`config.mk`:
```
export PLATFORM = sky130hd
export DESIGN_NAME = store_buffer
export DESIGN_NICKNAME = d
export VERILOG_FILES = /design/src/rtl/store_buffer_pkg.sv /design/src/rtl/store_buffer_sb_fifo.sv /design/src/rtl/store_buffer.sv
export SDC_FILE = /design/constraint.sdc
export NUM_CORES = 1
export LEC_CHECK = 0
export CAP_MARGIN = 5
export CORE_MARGIN = 3
export CORE_UTILIZATION = 50
export DETAILED_ROUTE_END_ITERATION = 7
export GPL_TIMING_DRIVEN = 0
export PLACE_DENSITY = 0.74
export SLEW_MARGIN = 25
export SYNTH_ARGS = -nofsm -noshare
export SYNTH_HDL_FRONTEND = slang
export SYNTH_SLANG_ARGS = --single-unit
```
`constraint.sdc`:
```
create_clock -name clk -period 5.9 [get_ports clk]
set_clock_uncertainty 0.1 [all_clocks]
set_input_delay 1.77 -clock clk [delete_from_list [all_inputs] [get_ports clk]]
set_output_delay 1.77 -clock clk [all_outputs]
set_load 0.03 [all_outputs]
```
`src/rtl/store_buffer_pkg.sv`:
```
// store_buffer_pkg
//   Shared widths, memory access type codes and the buffered-store entry
//   layout for the store buffer and its FIFO.
//   No ports (package).
package store_buffer_pkg;

  localparam int CPU_WIDTH             = 32;
  localparam int MEM_ACCESS_TYPE_WIDTH = 4;
  localparam int MEM_STRB_WIDTH        = 4;
  localparam int SB_WADDR_W            = CPU_WIDTH - 2;

  // Access type codes shared with the load write-back path.
  typedef enum logic [MEM_ACCESS_TYPE_WIDTH-1:0] {
    MEM_ACCESS_TYPE_NONE        = 4'd0,
    MEM_ACCESS_TYPE_READ_BYTE   = 4'd1,
    MEM_ACCESS_TYPE_READ_HALF   = 4'd2,
    MEM_ACCESS_TYPE_READ_WORD   = 4'd3,
    MEM_ACCESS_TYPE_READ_BYTE_U = 4'd4,
    MEM_ACCESS_TYPE_READ_HALF_U = 4'd5,
    MEM_ACCESS_TYPE_WRITE_BYTE  = 4'd6,
    MEM_ACCESS_TYPE_WRITE_HALF  = 4'd7,
    MEM_ACCESS_TYPE_WRITE_WORD  = 4'd8
  } memAccessType_e;

  // Word address sits in the top bits so the FIFO can tap it for the
  // load-hazard compare without knowing the rest of the layout.
  typedef struct packed {
    logic [SB_WADDR_W-1:0]     wordAddr;
    logic [CPU_WIDTH-1:0]      wdata;
    logic [MEM_STRB_WIDTH-1:0] wstrb;
  } sbEntry_t;

  localparam int SB_ENTRY_W = $bits(sbEntry_t);

endpackage

```
`src/rtl/store_buffer_sb_fifo.sv`:
```
// sb_fifo
//   Generic register FIFO with full/empty flags and per-entry valid and tag
//   taps. The tag is the top TAG_W bits of each entry.
//   Ports:
//     clk, rst_n        clock, asynchronous active-low reset
//     push_i, data_i    enqueue (caller guarantees !full_o)
//     pop_i             dequeue head (caller guarantees !empty_o)
//     full_o, empty_o   occupancy flags
//     head_o            head entry, zero when empty
//     entryValid_o      per-slot occupied flags
//     entryTag_o        per-slot tag bits
module sb_fifo #(
  parameter int DEPTH = 4,
  parameter int PTR_W = $clog2(DEPTH),
  parameter int WIDTH = 66,
  parameter int TAG_W = 30
) (
  input  logic                        clk,
  input  logic                        rst_n,
  input  logic                        push_i,
  input  logic [WIDTH-1:0]            data_i,
  input  logic                        pop_i,
  output logic                        full_o,
  output logic                        empty_o,
  output logic [WIDTH-1:0]            head_o,
  output logic [DEPTH-1:0]            entryValid_o,
  output logic [DEPTH-1:0][TAG_W-1:0] entryTag_o
);

  logic [PTR_W:0]             wrPtr_q, wrPtr_d;
  logic [PTR_W:0]             rdPtr_q, rdPtr_d;
  logic [DEPTH-1:0][WIDTH-1:0] storage_q;
  logic [PTR_W:0]             count;

  assign wrPtr_d = push_i ? wrPtr_q + 1'b1 : wrPtr_q;
  assign rdPtr_d = pop_i  ? rdPtr_q + 1'b1 : rdPtr_q;

  // Extra MSB on each pointer distinguishes full from empty; wrap is
  // plain overflow.
  always_ff @(posedge clk or negedge rst_n) begin
    if (!rst_n) begin
      wrPtr_q <= '0;
      rdPtr_q <= '0;
    end else begin
      wrPtr_q <= wrPtr_d;
      rdPtr_q <= rdPtr_d;
    end
  end

  always_ff @(posedge clk) begin
    if (push_i) storage_q[wrPtr_q[PTR_W-1:0]] <= data_i;
  end

  assign empty_o = (wrPtr_q == rdPtr_q);
  assign full_o  = (wrPtr_q[PTR_W] != rdPtr_q[PTR_W]) &&
                   (wrPtr_q[PTR_W-1:0] == rdPtr_q[PTR_W-1:0]);
  assign count   = wrPtr_q - rdPtr_q;
  assign head_o  = empty_o ? '0 : storage_q[rdPtr_q[PTR_W-1:0]];

  // A slot is occupied when its distance from the read pointer is below
  // the current count.
  always_comb begin
    entryValid_o = '0;
    entryTag_o   = '0;
    for (int i = 0; i < DEPTH; i++) begin
      logic [PTR_W-1:0] offset;
      offset          = PTR_W'(i) - rdPtr_q[PTR_W-1:0];
      entryValid_o[i] = ({1'b0, offset} < count);
      entryTag_o[i]   = storage_q[i][WIDTH-1 -: TAG_W];
    end
  end

endmodule

```
`src/rtl/store_buffer.sv`:
```
// store_buffer
//   Aligns execute-stage stores into word address / lane data / byte strobe,
//   buffers them and drains them to data memory; flags loads that hit a
//   pending store.
//   Ports:
//     clk, rst_n                         clock, asynchronous active-low reset
//     st_valid_i, st_ready_o             store request handshake
//     mem_access_type, st_addr_i,        access type, byte address, rs2 data
//     st_data_i
//     misalign_o                         one-cycle pulse after a misaligned store
//     mem_wen_o, mem_wready_i            write handshake to data memory
//     mem_waddr_o, mem_wdata_o,          head entry: word address, lane data,
//     mem_wstrb_o                        byte enables
//     ld_valid_i, ld_addr_i, ld_hazard_o load overlap check against pending stores
//     sb_empty_o                         buffer empty
module store_buffer
  import store_buffer_pkg::*;
#(
  parameter int SB_DEPTH = 4,
  localparam int SB_PTR_W = $clog2(SB_DEPTH)
) (
  input  logic                             clk,
  input  logic                             rst_n,
  input  logic                             st_valid_i,
  output logic                             st_ready_o,
  input  logic [MEM_ACCESS_TYPE_WIDTH-1:0] mem_access_type,
  input  logic [CPU_WIDTH-1:0]             st_addr_i,
  input  logic [CPU_WIDTH-1:0]             st_data_i,
  output logic                             misalign_o,
  output logic                             mem_wen_o,
  output logic [CPU_WIDTH-1:0]             mem_waddr_o,
  output logic [CPU_WIDTH-1:0]             mem_wdata_o,
  output logic [MEM_STRB_WIDTH-1:0]        mem_wstrb_o,
  input  logic                             mem_wready_i,
  input  logic                             ld_valid_i,
  input  logic [CPU_WIDTH-1:0]             ld_addr_i,
  output logic                             ld_hazard_o,
  output logic                             sb_empty_o
);

  logic                                 full, empty;
  logic                                 accept, isStore, misaligned, push, pop;
  logic                                 misalign_q, misalign_d;
  sbEntry_t                             newEntry, headEntry;
  logic [SB_ENTRY_W-1:0]                headData;
  logic [SB_DEPTH-1:0]                  entryValid;
  logic [SB_DEPTH-1:0][SB_WADDR_W-1:0]  entryAddr;
  logic [SB_DEPTH-1:0]                  entryHit;

  assign st_ready_o = !full;
  assign accept     = st_valid_i && st_ready_o;

  // Lane replication and strobe generation; misaligned half/word stores
  // are flagged here and later dropped instead of enqueued.
  always_comb begin
    isStore           = 1'b0;
    misaligned        = 1'b0;
    newEntry.wordAddr = st_addr_i[CPU_WIDTH-1:2];
    newEntry.wdata    = st_data_i;
    newEntry.wstrb    = 4'b0000;
    case (mem_access_type)
      MEM_ACCESS_TYPE_WRITE_BYTE: begin
        isStore        = 1'b1;
        newEntry.wdata = {4{st_data_i[7:0]}};
        newEntry.wstrb = 4'b0001 << st_addr_i[1:0];
      end
      MEM_ACCESS_TYPE_WRITE_HALF: begin
        isStore        = 1'b1;
        misaligned     = st_addr_i[0];
        newEntry.wdata = {2{st_data_i[15:0]}};
        newEntry.wstrb = st_addr_i[1] ? 4'b1100 : 4'b0011;
      end
      MEM_ACCESS_TYPE_WRITE_WORD: begin
        isStore        = 1'b1;
        misaligned     = (st_addr_i[1:0] != 2'b00);
        newEntry.wdata = st_data_i;
        newEntry.wstrb = 4'b1111;
      end
      default: ;
    endcase
  end

  assign push       = accept && isStore && !misaligned;
  assign misalign_d = accept && isStore && misaligned;
  assign pop        = mem_wen_o && mem_wready_i;

  always_ff @(posedge clk or negedge rst_n) begin
    if (!rst_n) misalign_q <= 1'b0;
    else        misalign_q <= misalign_d;
  end

  assign misalign_o = misalign_q;

  sb_fifo #(
    .DEPTH (SB_DEPTH),
    .PTR_W (SB_PTR_W),
    .WIDTH (SB_ENTRY_W),
    .TAG_W (SB_WADDR_W)
  ) u_fifo (
    .clk          (clk),
    .rst_n        (rst_n),
    .push_i       (push),
    .data_i       (newEntry),
    .pop_i        (pop),
    .full_o       (full),
    .empty_o      (empty),
    .head_o       (headData),
    .entryValid_o (entryValid),
    .entryTag_o   (entryAddr)
  );

  assign headEntry   = headData;
  assign mem_wen_o   = !empty;
  assign mem_waddr_o = {headEntry.wordAddr, 2'b00};
  assign mem_wdata_o = headEntry.wdata;
  assign mem_wstrb_o = headEntry.wstrb;
  assign sb_empty_o  = empty;

  // Word-granular overlap; the head entry still counts while it dequeues.
  always_comb begin
    entryHit = '0;
    for (int i = 0; i < SB_DEPTH; i++) begin
      entryHit[i] = entryValid[i] &&
                    ({entryAddr[i], 2'b00} == (ld_addr_i & 32'hFFFF_FFFC));
    end
  end

  assign ld_hazard_o = ld_valid_i && (|entryHit);

endmodule
```
* Yosys cells after proc, flatten, opt, wreduce, memory -nomap -nowiden *
Cells that the tools add are included.

word-level totals
  memories kept = 0
  bits in registers = 271
  latch bits = 0
  bits in writable memories = 0
  bits in read-only memories = 0
  output and inout port bits = 73
  input port bits = 105

operators by class
  bitwise gates (word level) = 0
  eq/ne operators = 10
  div/mod/pow operators = 0
  muxes and demuxes = 10
  $add $sub $neg = 7
  shifts and indexed selects = 1
  reduce and logical (&&, ||, !) cells = 18
  magnitude comparators = 7
  $mul = 0

operator list
  operator             number
  $bwmux 264           1
  $mux 66              3
  $bmux 66 s2          1
  $demux 66 s2         1
  $eq 30x30->1         4
  $pmux 36 s3          1
  $logic_and 1x1->1    12
  $lt 2x3->1           4
  $eq 4x3->1 const B   2
  $add 3x1->3 const B  2
  $lt 2x3->1 const B   2
  $eq 4x4->1 const B   1
  $mux 4               1
  $reduce_or 4->1      1
  $shl 1x2->4 const A  1
  $sub 1x2->2 const A  2
  $sub 2x2->2 const A  2
  $eq 3x3->1           1
  $logic_not 1->1      3
  $reduce_or 3->1      1
  $sub 3x3->3          1
  $eq 2x2->1           1
  $ge 2x1->1 const B   1
  $pmux 1 s2           1
  3 further kinds      3

* Longest topological paths before layout *
  depth in word-level cells = 6
  depth in mapped cells = 11
  depth with buffers taken out = 10

* By module *
A second synthesis with hierarchy kept.

second synthesis, totals
  cells, all modules = 850
  area total of the unflattened synthesis = 13404.1 um^2

modules (own cells, without submodules)
  module        cells each  instances  area an instance (um^2)  sequential area each (um^2)
  sb_fifo       598         1          11533.6                  8077.7
  store_buffer  252         1          1870.5                   25.0

* Least setup slack after synthesis *
No wires, ideal clock.

  path kind = input-to-output
  start = input ld_addr_i[6]
  end = output ld_hazard_o
  path buffers = 1
  arrival = 3.179 ns
  path slack = 0.851 ns
  data required time = 4.030 ns
  stages on the path = 6
  cell sequence = clkbuf_1 > xnor2_1 > nand4_1 > nor4_1 > nand3_1 > a41oi_1

on the way
  cells in the longest elaborated chain, start to end = 4
  elaborated cells between the ends (all ways) = 10
  classes of those cells = 4 x eq/ne; 6 x reduce/logical

RTL lines
  item                   RTL line             source
  from (decl)            store_buffer.sv:36   input logic [CPU_WIDTH-1:0] ld_addr_i,
  $eq 30x30->1           store_buffer.sv:124  ({entryAddr[i], 2'b00} == (ld_addr_i & 32'hFFFF_FFFC));
  $logic_and 1x1->1      store_buffer.sv:123  entryHit[i] = entryValid[i] &&
  $reduce_or 4->1 (*)    store_buffer.sv:128  assign ld_hazard_o = ld_valid_i && (|entryHit);
  $logic_and 1x1->1 (*)  store_buffer.sv:128
  to (decl)              store_buffer.sv:37   output logic ld_hazard_o,

Every way passes the cells marked *; elsewhere a longest branch is shown, timed or not.

* Final worst setup path *
  start = input ld_addr_i[28]
  end = output ld_hazard_o

The elaborated chain is that of the path after synthesis.

==> run_results.csv <==
group,metric,value,unit
logic_synthesis,synth_fa_ha_area_share,1.57,%
sta,tightest_slew,930,ps
sta,setup_tns,0,ps
cts,cts_tree,"yes",
worst_setup_path,critPathSlowestCell,"dlygate4sd2_1",
worst_setup_path,r2r_start,"u_fifo.rdPtr_q[0]",
worst_setup_path,cp_top_family,"simple AND/OR/NAND/NOR gates",
worst_setup_path,worstSetupPathType,"input port to primary output",
die,initial_utilization,51.0,%
worst_setup_path,crit_path_end_kind,"primary output",
logic_synthesis,async_reset_ff_share,2.58,%
sta,finalSetupViolCount,0,
sta,final-hold-violation-count,0,
pwr,cellPowerDensity,487,nW/um^2
drt,wl_met3,2400,um
place,dpl_cell_area,14400,sq um
pwr,ir_drop,0.000417,V
sta,layout_min_cycle_time,5700,ps
worst_setup_path,worst_setup_path_start_kind,"input port",
drt,met1Wirelength,11900,um
finish,syn2layout_area_growth,23.3,%
drt,route.met2.wl,14900,um
run_status,outcome,"finished clean",
cts,clk_path_buf_depth,3,
drt,drc,0,
hold_path,hp-class,"flip-flop to flip-flop",
worst_setup_path,crit_chain,"clkbuf_1, xnor2_1, nand4_1, nor4_1, nand3_1, a41oi_1, dlygate4sd2_1",
hold_path,hold_end,"u_fifo.rdPtr_q[2]",
logic_synthesis,netlist_area,12400,sq um
logic_synthesis,synth_cells,752,
logic_synthesis,yosysSeqAreaShare,65.1,%
drt,wire_per_inst,23.4,um
worst_setup_path,cp_num_cells,7,
drt,vias,7159,
hold_path,whs_path_depth,1,
hold_path,min-delay-start,"u_fifo.rdPtr_q[2]",
cts,clock_latency,530,ps
cts,clkTransAtPathRegs,60,ps
global_route,antenna_found_initial,4,
die,rows,57,
drt,ant_nets,0,
die,die_height,164,um
worst_setup_path,critPathRequiredTime,4030,ps
worst_setup_path,slowest_delay,450,ps
logic_synthesis,synth.area.mux_share,13.3,%
logic_synthesis,avgSynthCellArea,16.5,sq um
logic_synthesis,synth-simple-area-share,7.59,%
logic_synthesis,synth_top_family_by_area,"multiplexers",
global_route,grt_pass1_vias,7465,
sta,setup_ws,198,ps
logic_synthesis,synthFlopType,"edfxtp_1",
die,ios,178,
global_route,grt_usage,22.7,%
worst_setup_path,r2r_end,"u_fifo.storage_q[33]",
sta,slew_headroom,37.8,%
logic_synthesis,synth_compound_area_share,1.20,%
worst_setup_path,worstPathArrival,3830,ps
cts,ctsHoldBuffers,0,
finish,multi_input_area,4080,sq um
sta,finalCritPeriodShare,96.6,%
logic_synthesis,synth_xor_area_share,8.93,%
drt,drt-pass1-iter-count,5,
die,core,24400,sq um
sta,rsz0062_at_grt,"false",
logic_synthesis,yosysUniqueCellTypes,35,
logic_synthesis,synth_seq_cells,271,
global_route,grt_pass1_wl,45200,um
drt,wl,29900,um
global_route,grt-ovfl-total,0,
place,portBuffers,143,
die,dieArea,26800,sq um
drt,top_layer,"met5",
sta,drv_slew,0,
flow_run,drv_cap,0,
cts,htreeDepth,1,
worst_setup_path,cp_num_buf_inv,2,
place,gp_congestion,0.864,
finish,drive_above_1_share,14.8,%
place,dp_hpwl,20900,um
drt,via_per_inst,5.61,
cts,cts_root_buf,"clkbuf_16",
worst_setup_path,critPathMaxFanout,4,
logic_synthesis,ys_warn_count,0,
cts,cts_buffers,28,
worst_setup_path,worst-r2r-cell-count,9,
finish,seqCellArea,8100,sq um
die,die_x,164,um
global_route,grt_start_max_net_pins,44,
sta,max_freq,175,MHz
place,dp_slack,-435,ps
pwr,p_leak,4.95,nW
finish,final_area,15300,sq um
worst_setup_path,worst-r2r-setup-slack,2210,ps
drt,drt_iter0_drc,624,
logic_synthesis,synth-edff-count,264,
finish,fill_cells,1807,
finish,nets,1048,
cts,cts_sinks,271,
cts,post_cts_buffers,0,
## placed cells by master (no fill, tap or decap), types with 8 or more instances in the layout
cell type and n:
and2_1 66, clkbuf_1 48, clkbuf_16 29, clkdlybuf4s50_1 142, edfxtp_1 264, ha_1 14
inv_1 9, mux2_2 8, mux2i_1 8, mux4_2 66, nand2_1 41, nand4_1 28
o21ai_0 16, xnor2_1 125
## flip-flops by register name, summed over array words and instances (netlist names)
register / count
u_fifo.storage_q: 144
u_fifo.rdPtr_q: 3
u_fifo.entryTag_o: 120
u_fifo.wrPtr_q: 3
misalign_o: 1
## final cells by class
type,instances,share of cell area (%)
Tap cell,324,2.64
Sequential cell,271,52.8
Multi-Input combinational cell,414,26.6
Buffer,57,1.64
Clock inverter,16,1.13
Antenna cell,3,0.0489
Timing Repair Buffer,147,9.99
Clock buffer,36,4.90
Inverter,9,0.220
## repair_timing
item / in CTS / in global routing
pin swaps: 0 / 0
resized for setup: 8 / 1
setup endpoints to repair: 69 / 19
## power breakdown
| group | total [mW] | internal [mW] | switching, mW |
|---|---|---|---|
| sequential | 2.27 | 2.22 | 0.0495 |
| clock | 1.77 | 1.07 | 0.699 |
| combinational | 3.43 | 1.49 | 1.94 |
## routing by layer
metal,global-route usage (%),up-vias
met2,37.8,309
met3,5.22,50
met4,7.15,4
met1,29.9,3613
li1,-,3183
met5,0,-
## cells by family (layout without fill, tap and decap cells)
| group | after synthesis | after routing |
|---|---|---|
| DFF | 271 | 271 |
| xor gates and xnor gates | 126 | 126 |
| buffers and inverters | 68 | 265 |
| AOI/OAI and AO/OA | 23 | 23 |
| muxes | 82 | 82 |
| and+or+nand+nor | 166 | 166 |
| other | 1 | 5 |
| adders and majority gates | 15 | 15 |
## through the flow
stage | util [%] | power (mW) | std cells | hold slack (ps)
finish | 62.9 | 7.47 | 1277 | 414
detailed placement | 59.0 | 5.76 | 1224 | 402
CTS | 62.8 | 7.53 | 1274 | 414
floorplan | - | 4.43 | 753 | 365
global placement | 58.6 | 5.72 | 1220 | 383
global route | 62.9 | 7.81 | 1276 | 426
## cell usage after synthesis, drive strengths merged, types with 2 or more instances
cell / count / area share, %
and2: 70 / 3.5
buf: 14 / 0.61
clkbuf: 45 / 1.4
dfrtp: 7 / 1.4
edfxtp: 264 / 64
ha: 14 / 1.4
inv: 9 / 0.27
mux2: 8 / 0.72
mux2i: 8 / 0.64
mux4: 66 / 12
nand2: 41 / 1.2
nand3: 6 / 0.24
nand4: 28 / 1.4
nor2: 4 / 0.12
nor2b: 4 / 0.20
nor4: 8 / 0.40
o21ai: 16 / 0.64
o31ai: 2 / 0.12
xnor2: 125 / 8.8
## worst max-delay path by stage
stage,to,start
global route,mem_wdata_o[24],u_fifo.rdPtr_q[0]
finish,ld_hazard_o,ld_addr_i[28]
global placement,u_fifo.storage_q[164],mem_access_type[0]
detailed placement,ld_hazard_o,u_fifo.rdPtr_q[1]
floorplan,ld_hazard_o,ld_addr_i[6]
CTS,mem_wdata_o[24],u_fifo.rdPtr_q[0]
No activity file was read; power rests on OpenSTA's default activity.
